--- config.mk ---
export PLATFORM = sky130hd
export DESIGN_NAME = opl3_status_if
export DESIGN_NICKNAME = d
export VERILOG_FILES = /design/src/rtl/opl3_status_if.sv
export SDC_FILE = /design/constraint.sdc
export NUM_CORES = 1
export LEC_CHECK = 0
export CAP_MARGIN = 10
export CELL_PAD_IN_SITES_DETAIL_PLACEMENT = 1
export CELL_PAD_IN_SITES_GLOBAL_PLACEMENT = 1
export CORE_ASPECT_RATIO = 1.2
export CORE_MARGIN = 2
export CORE_UTILIZATION = 34
export CTS_BUF_LIST = sky130_fd_sc_hd__clkbuf_2 sky130_fd_sc_hd__clkbuf_4 sky130_fd_sc_hd__clkbuf_8
export CTS_CLUSTER_DIAMETER = 40
export DETAILED_ROUTE_END_ITERATION = 10
export DONT_BUFFER_PORTS = 1
export GPL_TIMING_DRIVEN = 0
export HOLD_SLACK_MARGIN = 0.12
export PLACE_DENSITY_LB_ADDON = 0.05
export SLEW_MARGIN = 20
export SYNTH_ARGS = -nofsm -noshare
export SYNTH_HDL_FRONTEND = slang
export SYNTH_SLANG_ARGS = --single-unit
--- constraint.sdc ---
create_clock -name clk -period 2.3 [get_ports clk]
set_input_delay 0.23 -clock clk [delete_from_list [all_inputs] [get_ports clk]]
set_output_delay 0.23 -clock clk [all_outputs]
set_load 0.02 [all_outputs]
--- src/rtl/opl3_status_if.sv ---
// Host-side front end for the OPL3 software sequencer: forwards every host write as a one-cycle
// strobe and emulates the OPL3 status port (two timers, overflow flags, IRQ) locally.
module opl3_status_if #(
  parameter int unsigned CLK_HZ = 21477270
) (
  input  logic       clk,
  input  logic       reset,
  input  logic [1:0] io_addr,
  input  logic [7:0] io_din,
  input  logic       io_wr,
  input  logic       io_rd,
  output logic [7:0] io_dout,
  output logic       irq,
  output logic [1:0] opl_addr,
  output logic [7:0] opl_din,
  output logic       opl_wr
);

  localparam int unsigned PRESCALE = CLK_HZ / 12500;
  localparam int unsigned PW       = (PRESCALE > 1) ? $clog2(PRESCALE) : 1;

  logic [7:0]    idx_q;
  logic          bank_q;
  logic [7:0]    pre1_q, pre2_q;
  logic [7:0]    cnt1_q, cnt2_q, cnt1_d, cnt2_d;
  logic          mask1_q, mask2_q, mask1_d, mask2_d;
  logic          st1_q, st2_q, st1_d, st2_d;
  logic          ft1_q, ft2_q, ft1_d, ft2_d;
  logic [PW-1:0] presc_q, presc_d;
  logic [1:0]    div_q;

  logic tick80, tick320;
  logic idx_wr, dat_wr, ctl_wr, clr_wr, ctl_set;

  assign tick80  = (presc_q == '0);
  assign tick320 = tick80 && (div_q == 2'd0);

  // Data writes only decode against bank 0; bank 1 is forwarded untouched.
  assign idx_wr  = io_wr && !io_addr[0];
  assign dat_wr  = io_wr && io_addr[0] && !bank_q;
  assign ctl_wr  = dat_wr && (idx_q == 8'h04);
  assign clr_wr  = ctl_wr && io_din[7];
  assign ctl_set = ctl_wr && !io_din[7];

  assign irq = ft1_q | ft2_q;

  always_comb begin
    presc_d = (presc_q == PW'(PRESCALE - 1)) ? '0 : presc_q + 1'b1;

    mask1_d = ctl_set ? io_din[6] : mask1_q;
    mask2_d = ctl_set ? io_din[5] : mask2_q;
    st1_d   = ctl_set ? io_din[0] : st1_q;
    st2_d   = ctl_set ? io_din[1] : st2_q;

    // Start beats a coincident tick; a stop in the same cycle suppresses the overflow.
    cnt1_d = cnt1_q;
    ft1_d  = ft1_q;
    if (!st1_q && st1_d) begin
      cnt1_d = pre1_q;
    end else if (st1_q && st1_d && tick80) begin
      if (cnt1_q == 8'hFF) begin
        cnt1_d = pre1_q;
        if (!mask1_d) ft1_d = 1'b1;
      end else begin
        cnt1_d = cnt1_q + 8'd1;
      end
    end

    cnt2_d = cnt2_q;
    ft2_d  = ft2_q;
    if (!st2_q && st2_d) begin
      cnt2_d = pre2_q;
    end else if (st2_q && st2_d && tick320) begin
      if (cnt2_q == 8'hFF) begin
        cnt2_d = pre2_q;
        if (!mask2_d) ft2_d = 1'b1;
      end else begin
        cnt2_d = cnt2_q + 8'd1;
      end
    end

    if (clr_wr) begin
      ft1_d = 1'b0;
      ft2_d = 1'b0;
    end
  end

  always_ff @(posedge clk) begin
    if (reset) begin
      idx_q    <= 8'h00;
      bank_q   <= 1'b0;
      pre1_q   <= 8'h00;
      pre2_q   <= 8'h00;
      cnt1_q   <= 8'h00;
      cnt2_q   <= 8'h00;
      mask1_q  <= 1'b0;
      mask2_q  <= 1'b0;
      st1_q    <= 1'b0;
      st2_q    <= 1'b0;
      ft1_q    <= 1'b0;
      ft2_q    <= 1'b0;
      presc_q  <= '0;
      div_q    <= 2'd0;
      io_dout  <= 8'h00;
      opl_addr <= 2'd0;
      opl_din  <= 8'h00;
      opl_wr   <= 1'b0;
    end else begin
      presc_q <= presc_d;
      if (tick80) div_q <= div_q + 2'd1;

      opl_wr <= io_wr;
      if (io_wr) begin
        opl_addr <= io_addr;
        opl_din  <= io_din;
      end

      if (idx_wr) begin
        idx_q  <= io_din;
        bank_q <= io_addr[1];
      end
      if (dat_wr && (idx_q == 8'h02)) pre1_q <= io_din;
      if (dat_wr && (idx_q == 8'h03)) pre2_q <= io_din;

      mask1_q <= mask1_d;
      mask2_q <= mask2_d;
      st1_q   <= st1_d;
      st2_q   <= st2_d;
      cnt1_q  <= cnt1_d;
      cnt2_q  <= cnt2_d;
      ft1_q   <= ft1_d;
      ft2_q   <= ft2_d;

      // Snapshot uses the flags as they were before this edge.
      if (io_rd) begin
        io_dout <= (io_addr == 2'b00) ? {ft1_q | ft2_q, ft1_q, ft2_q, 5'b00000} : 8'hFF;
      end
    end
  end

endmodule

## Word level (Yosys, flattened, before mapping)

Index checks and enable logic that the tools add are counted.

- Memories kept: 0
- Register bits after elaboration: 79
- Memory bits (read-only): 0
- Memory bits (writable): 0
- Input bits: 14
- Latch bits: 0
- Output and inout port bits: 20

- Mux-type cells: 11
- Eq/ne operators: 6
- Div/mod/pow operators: 0
- Bitwise gates (word level): 5
- Shift-type cells: 0
- Multipliers: 0
- Magnitude comparators: 0
- Reduce and logical (&&, ||, !) cells: 29
- Add/sub/neg operators: 4

Operators with widths:

| cell | number |
|---|---|
| $mux W8 | 7 |
| $add A8 B1 Y8 const B | 2 |
| $eq A8 B2 Y1 const B | 2 |
| $eq A8 B8 Y1 const B | 2 |
| $logic_and A1 B1 Y1 | 15 |
| $add A11 B1 Y11 const B | 1 |
| $eq A11 B11 Y1 const B | 1 |
| $logic_not A11 Y1 | 1 |
| $eq A8 B3 Y1 const B | 1 |
| $reduce_and A4 Y1 | 2 |
| $logic_not A1 Y1 | 5 |
| $logic_not A2 Y1 | 2 |
| $mux W1 | 4 |
| $not A1 Y1 | 4 |
| $reduce_bool A2 Y1 | 2 |
| $reduce_or A2 Y1 | 2 |
| $add A2 B1 Y2 const B | 1 |
| $or A1 B1 Y1 | 1 |

## Depth between registers and ports, before layout

- Depth in word-level cells: 9
- Depth in mapped cells: 7
- Depth with buffers taken out: 7

## Worst setup path after synthesis

Ideal clock, no wire load.

- Path kind: flip-flop to flip-flop
- Start: register presc_q[0]
- End: register cnt2_q[0]
- Arrival: 1.963 ns
- Clock period less this slack: 2.037 ns
- Path buffers: 0
- Stages on the path, launching flop included: 8
- Required time: 2.226 ns
- Setup time: 0.074 ns
- Slack: 0.263 ns
- Cells stage by stage: dfxtp_1 > inv_1 > ha_1 > or4b_4 > o41ai_2 > o211ai_2 > or3_1 > a31oi_1

- Word-level cells in the longest chain between the ends: 4

RTL lines:

| what | line | source |
|---|---|---|
| start, declared | 29 | `logic [PW-1:0] presc_q, presc_d;` |
| start signal, assigned | 109 | `presc_q <= presc_d;` |
| $logic_not A11 Y1 | 35 | `assign tick80 = (presc_q == '0);` |
| $logic_and A1 B1 Y1 | 36 | `assign tick320 = tick80 && (div_q == 2'd0);` |
| $logic_and A1 B1 Y1 | 73 | `end else if (st2_q && st2_d && tick320) begin` |
| $reduce_bool A2 Y1 (no line) | -- |  |
| end signal, assigned | 130 | `cnt2_q <= cnt2_d;` |
| end, declared | 25 | `logic [7:0] cnt1_q, cnt2_q, cnt1_d, cnt2_d;` |

Every way passes these cells.
A chain may end at the register's enable or synchronous reset.

## Worst setup path after layout

- Start: register presc_q[0]
- End: register cnt2_q[2]

The elaborated chain is that of the path after synthesis.

==> metrics <==
outcome finished, final reports clean; post-synthesis async set-or-reset flop share 0; Slew Limit Fails 0; DR DRC count 0; clk buf depth 2; Root Buffer clkbuf_8; port bufs 0; GRT Util Overall 0.1867; mean post-synth cell area just under 9 um^2; Area after DPL about 0.0037 mm^2; Worst VDD drop just under 0.3 mV; wirelength, routed approximately 10,000 um; ANT cells 0; post-DP HPWL just over 7000 um; ANT nets after route 0; Critical Path AT between 2000 and 2500 ps; DR pass1 iterations 4; Synth-to-Final Area Change 17.84%; core region area between 0.01 and 0.015 mm^2; Crit path largest cell delay around 500 ps; Top Ports 34; Internal about 2.1 mW; # clock sinks between 70 and 80; Slew HR 0.5595; Min-Delay Endpoint io_dout[5]; die area 0.01125 mm^2; Max Cap Viol 0; FF-to-FF setup slack 70 ps; GPL Wtd Cong approximately 0.75; largest net degree at the start of global routing 14; Tightest Pin Transition around 660 ps; Hold Crit Depth 2; Die Ht roughly 120 um; drt wl/cell about 18 um; Mapped Cells 403; row count 40; Psw approximately 0.74 mW; Yosys top cell area share 0.4240; critical path data required time around 2500 ps; RSZ-0062 raised after global routing true; Critical Path Sink Type flop; cell area after layout 0.004173 mm^2; syn nets between 400 and 500; WP buf/inv 2; fraction of layout cells with a size suffix above 1 0.1307; Post-synth EDFFs 0; cts bufs inserted 9; Cells after DPL between 500 and 600; clock share of power 0.423; first-pass GRT wire length roughly 16,000 um; sw frac 0.2595; DR iter-0 viols 94; Initial Util 0.3520; # H-tree levels 3; Die Width 97.16 um; P_leak 1.609 nW; TritonCTS clock tree yes; Pwr Total ~2.8 mW; Clk Latency, worst-skew pair roughly 360 ps; Non-Filler Instances roughly 560; synth top area cells dfxtp_1, mux2i_1, nor2_1; CP Class reg -> reg; logic gate share of total power 0.089; Final Critical Period about 2200 ps; crit-path max FO 6; worst r2r path cells 8; PD cells 682.7 mW/mm^2; fill count 1,202; Crit-path slowest cell or4b_4; setup ws final roughly 73 ps; register area share after synthesis 0.4240; Max Freq between 0.4 and 0.5 GHz; Tcrit/Tclk final 0.9682; #FFs+latches synth 75; grt ovf 0; Hold Path Origin io_addr[1]; Min Hold Slack 147.4 ps; Reg-to-Reg Start presc_q[0]; Total Nets Final 451; Synth Warn # 0; clock-pin slew on the worst setup and hold paths ~80 ps; Fin. Hold Viols 0; top-count cell post-synth dfxtp_1; DP Worst Slack -114.4 ps; clock skew roughly 11 ps; Final setup viols 0; routed vias about 3k; Vias/cell between 5 and 6; vias in the first global route 3,060; sequential power share 0.488; antenna violations before repair 0; Distinct cells, synth 56; Mapped Area between 0.003 and 0.004 mm^2; commonest cells in the netlist dfxtp_1, nor2_1, nand2_1; Setup crit start kind flop; hold crit path type in -> reg; crit path cell chain inv_4 > ha_4 > or4b_4 > o41ai_4 > o211ai_4 > buf_4 > o21ai_0 > a21oi_1; Top delay family on crit path compound AO/OA/AOI/OAI gates; RR Endpoint cnt2_q[2]; Post-synth top flop dfxtp_1; Yosys top cell by area dfxtp_1
[registers in the layout (all words and copies together) (netlist names)]
signal / flops
opl_addr: 2
ft1_q: 1
mask1_q: 1
idx_q: 8
opl_din: 8
cnt1_q: 8
pre2_q: 8
st2_q: 1
pre1_q: 8
ft2_q: 1
bank_q: 1
opl_wr: 1
mask2_q: 1
presc_q: 11
div_q: 2
io_dout: 4
st1_q: 1
cnt2_q: 8
[power groups by stage]
stage,combinational (mW),clock (mW),sequential (mW)
2_1_floorplan,0.162,0,1.41
3_5_place_dp,0.211,0,1.42
5_1_grt,0.281,1.30,1.40
4_1_cts,0.235,1.24,1.39
3_3_place_gp,0.204,0,1.42
6_report,0.254,1.20,1.39
[routing by layer]
| layer | part of all wire | wire (um) | GRT usage |
|---|---|---|---|
| met1 | 0.46 | 4674 | 0.2306 |
| met5 | 0 | 0 | 0 |
| met3 | 0.022 | 223 | 0.04101 |
| met2 | 0.50 | 5070 | 0.3292 |
| met4 | 0.016 | 163 | 0.05540 |
[worst reg2reg max path, stage by stage, from the launching register on]
cell and delay (ps):
dfxtp_4 370, inv_4 60, ha_4 100, or4b_4 500, o41ai_4 480, o211ai_4 170
buf_4 180, o21ai_0 150, a21oi_1 80
[logic make-up (layout without fill, tap and decap cells)]
group,Yosys count,count (layout),share of synthesized area
multiplexers,28,28,0.07915
XOR/XNOR,11,11,0.02721
AO/OA/AOI/OAI,80,80,0.1689
adder cells (fa/ha/maj),6,6,0.02120
buffers and inverters,39,72,0.04770
flip-flops,75,75,0.4240
AND/OR/NAND/NOR,164,164,0.2318
[final cells by class]
class | instances | area, um^2 | area share
multi-input combinational | 289 | 1952 | 0.4678
clock inverter | 5 | 85.08 | 0.02039
sequential | 75 | 1506 | 0.3610
buffer | 24 | 113.9 | 0.02729
tap | 126 | 157.7 | 0.03778
inverter | 15 | 58.81 | 0.01409
timing repair buffer | 17 | 147.6 | 0.03538
clock buffer | 11 | 151.4 | 0.03628
[worst max-delay path by stage]
| stage | start | to | slack (ps) | cells after the start |
|---|---|---|---|---|
| floorplan | presc_q[0] | cnt2_q[0] | 260 | 7 |
| global placement | idx_q[3] | cnt1_q[5] | -50 | 5 |
| detailed placement | idx_q[3] | cnt2_q[7] | -110 | 5 |
| CTS | presc_q[0] | cnt2_q[0] | 20 | 7 |
| global route | presc_q[0] | cnt2_q[0] | -70 | 7 |
| finish | presc_q[0] | cnt2_q[2] | 70 | 8 |
[what timing repair did]
action | CTS | global route
endpoints found under the hold margin | 27 | 0
gates resized for setup | 3 | 21
hold buffers | 8 | 0
endpoints found under the setup margin | 18 | 17
setup buffers | 2 | 7
pin swaps | 1 | 7
[through the flow]
stage            util  TNS [ps]
5_1_grt        0.4148    -115.9
2_1_floorplan       -         0
6_report       0.4148         0
4_1_cts        0.4025         0
3_5_place_dp   0.3677    -987.6
3_3_place_gp   0.3677    -292.7
[cell usage in the layout (no fill, tap or decap), types with 6 or more instances in the layout]
cell	synthesis	routed
a21oi_1	23	23
mux2i_1	28	28
nor3_1	8	7
clkbuf_8	0	11
a211oi_1	6	6
o21ai_0	11	9
nand4_1	7	7
dlygate4sd3_1	0	8
dfxtp_1	75	73
nand2_1	36	36
nand3_1	16	15
clkbuf_1	16	15
or3_1	8	8
nor2_1	59	59
buf_4	4	13
xor2_1	6	6
inv_1	15	13
Note: power is estimated with default switching activity, not from simulation.
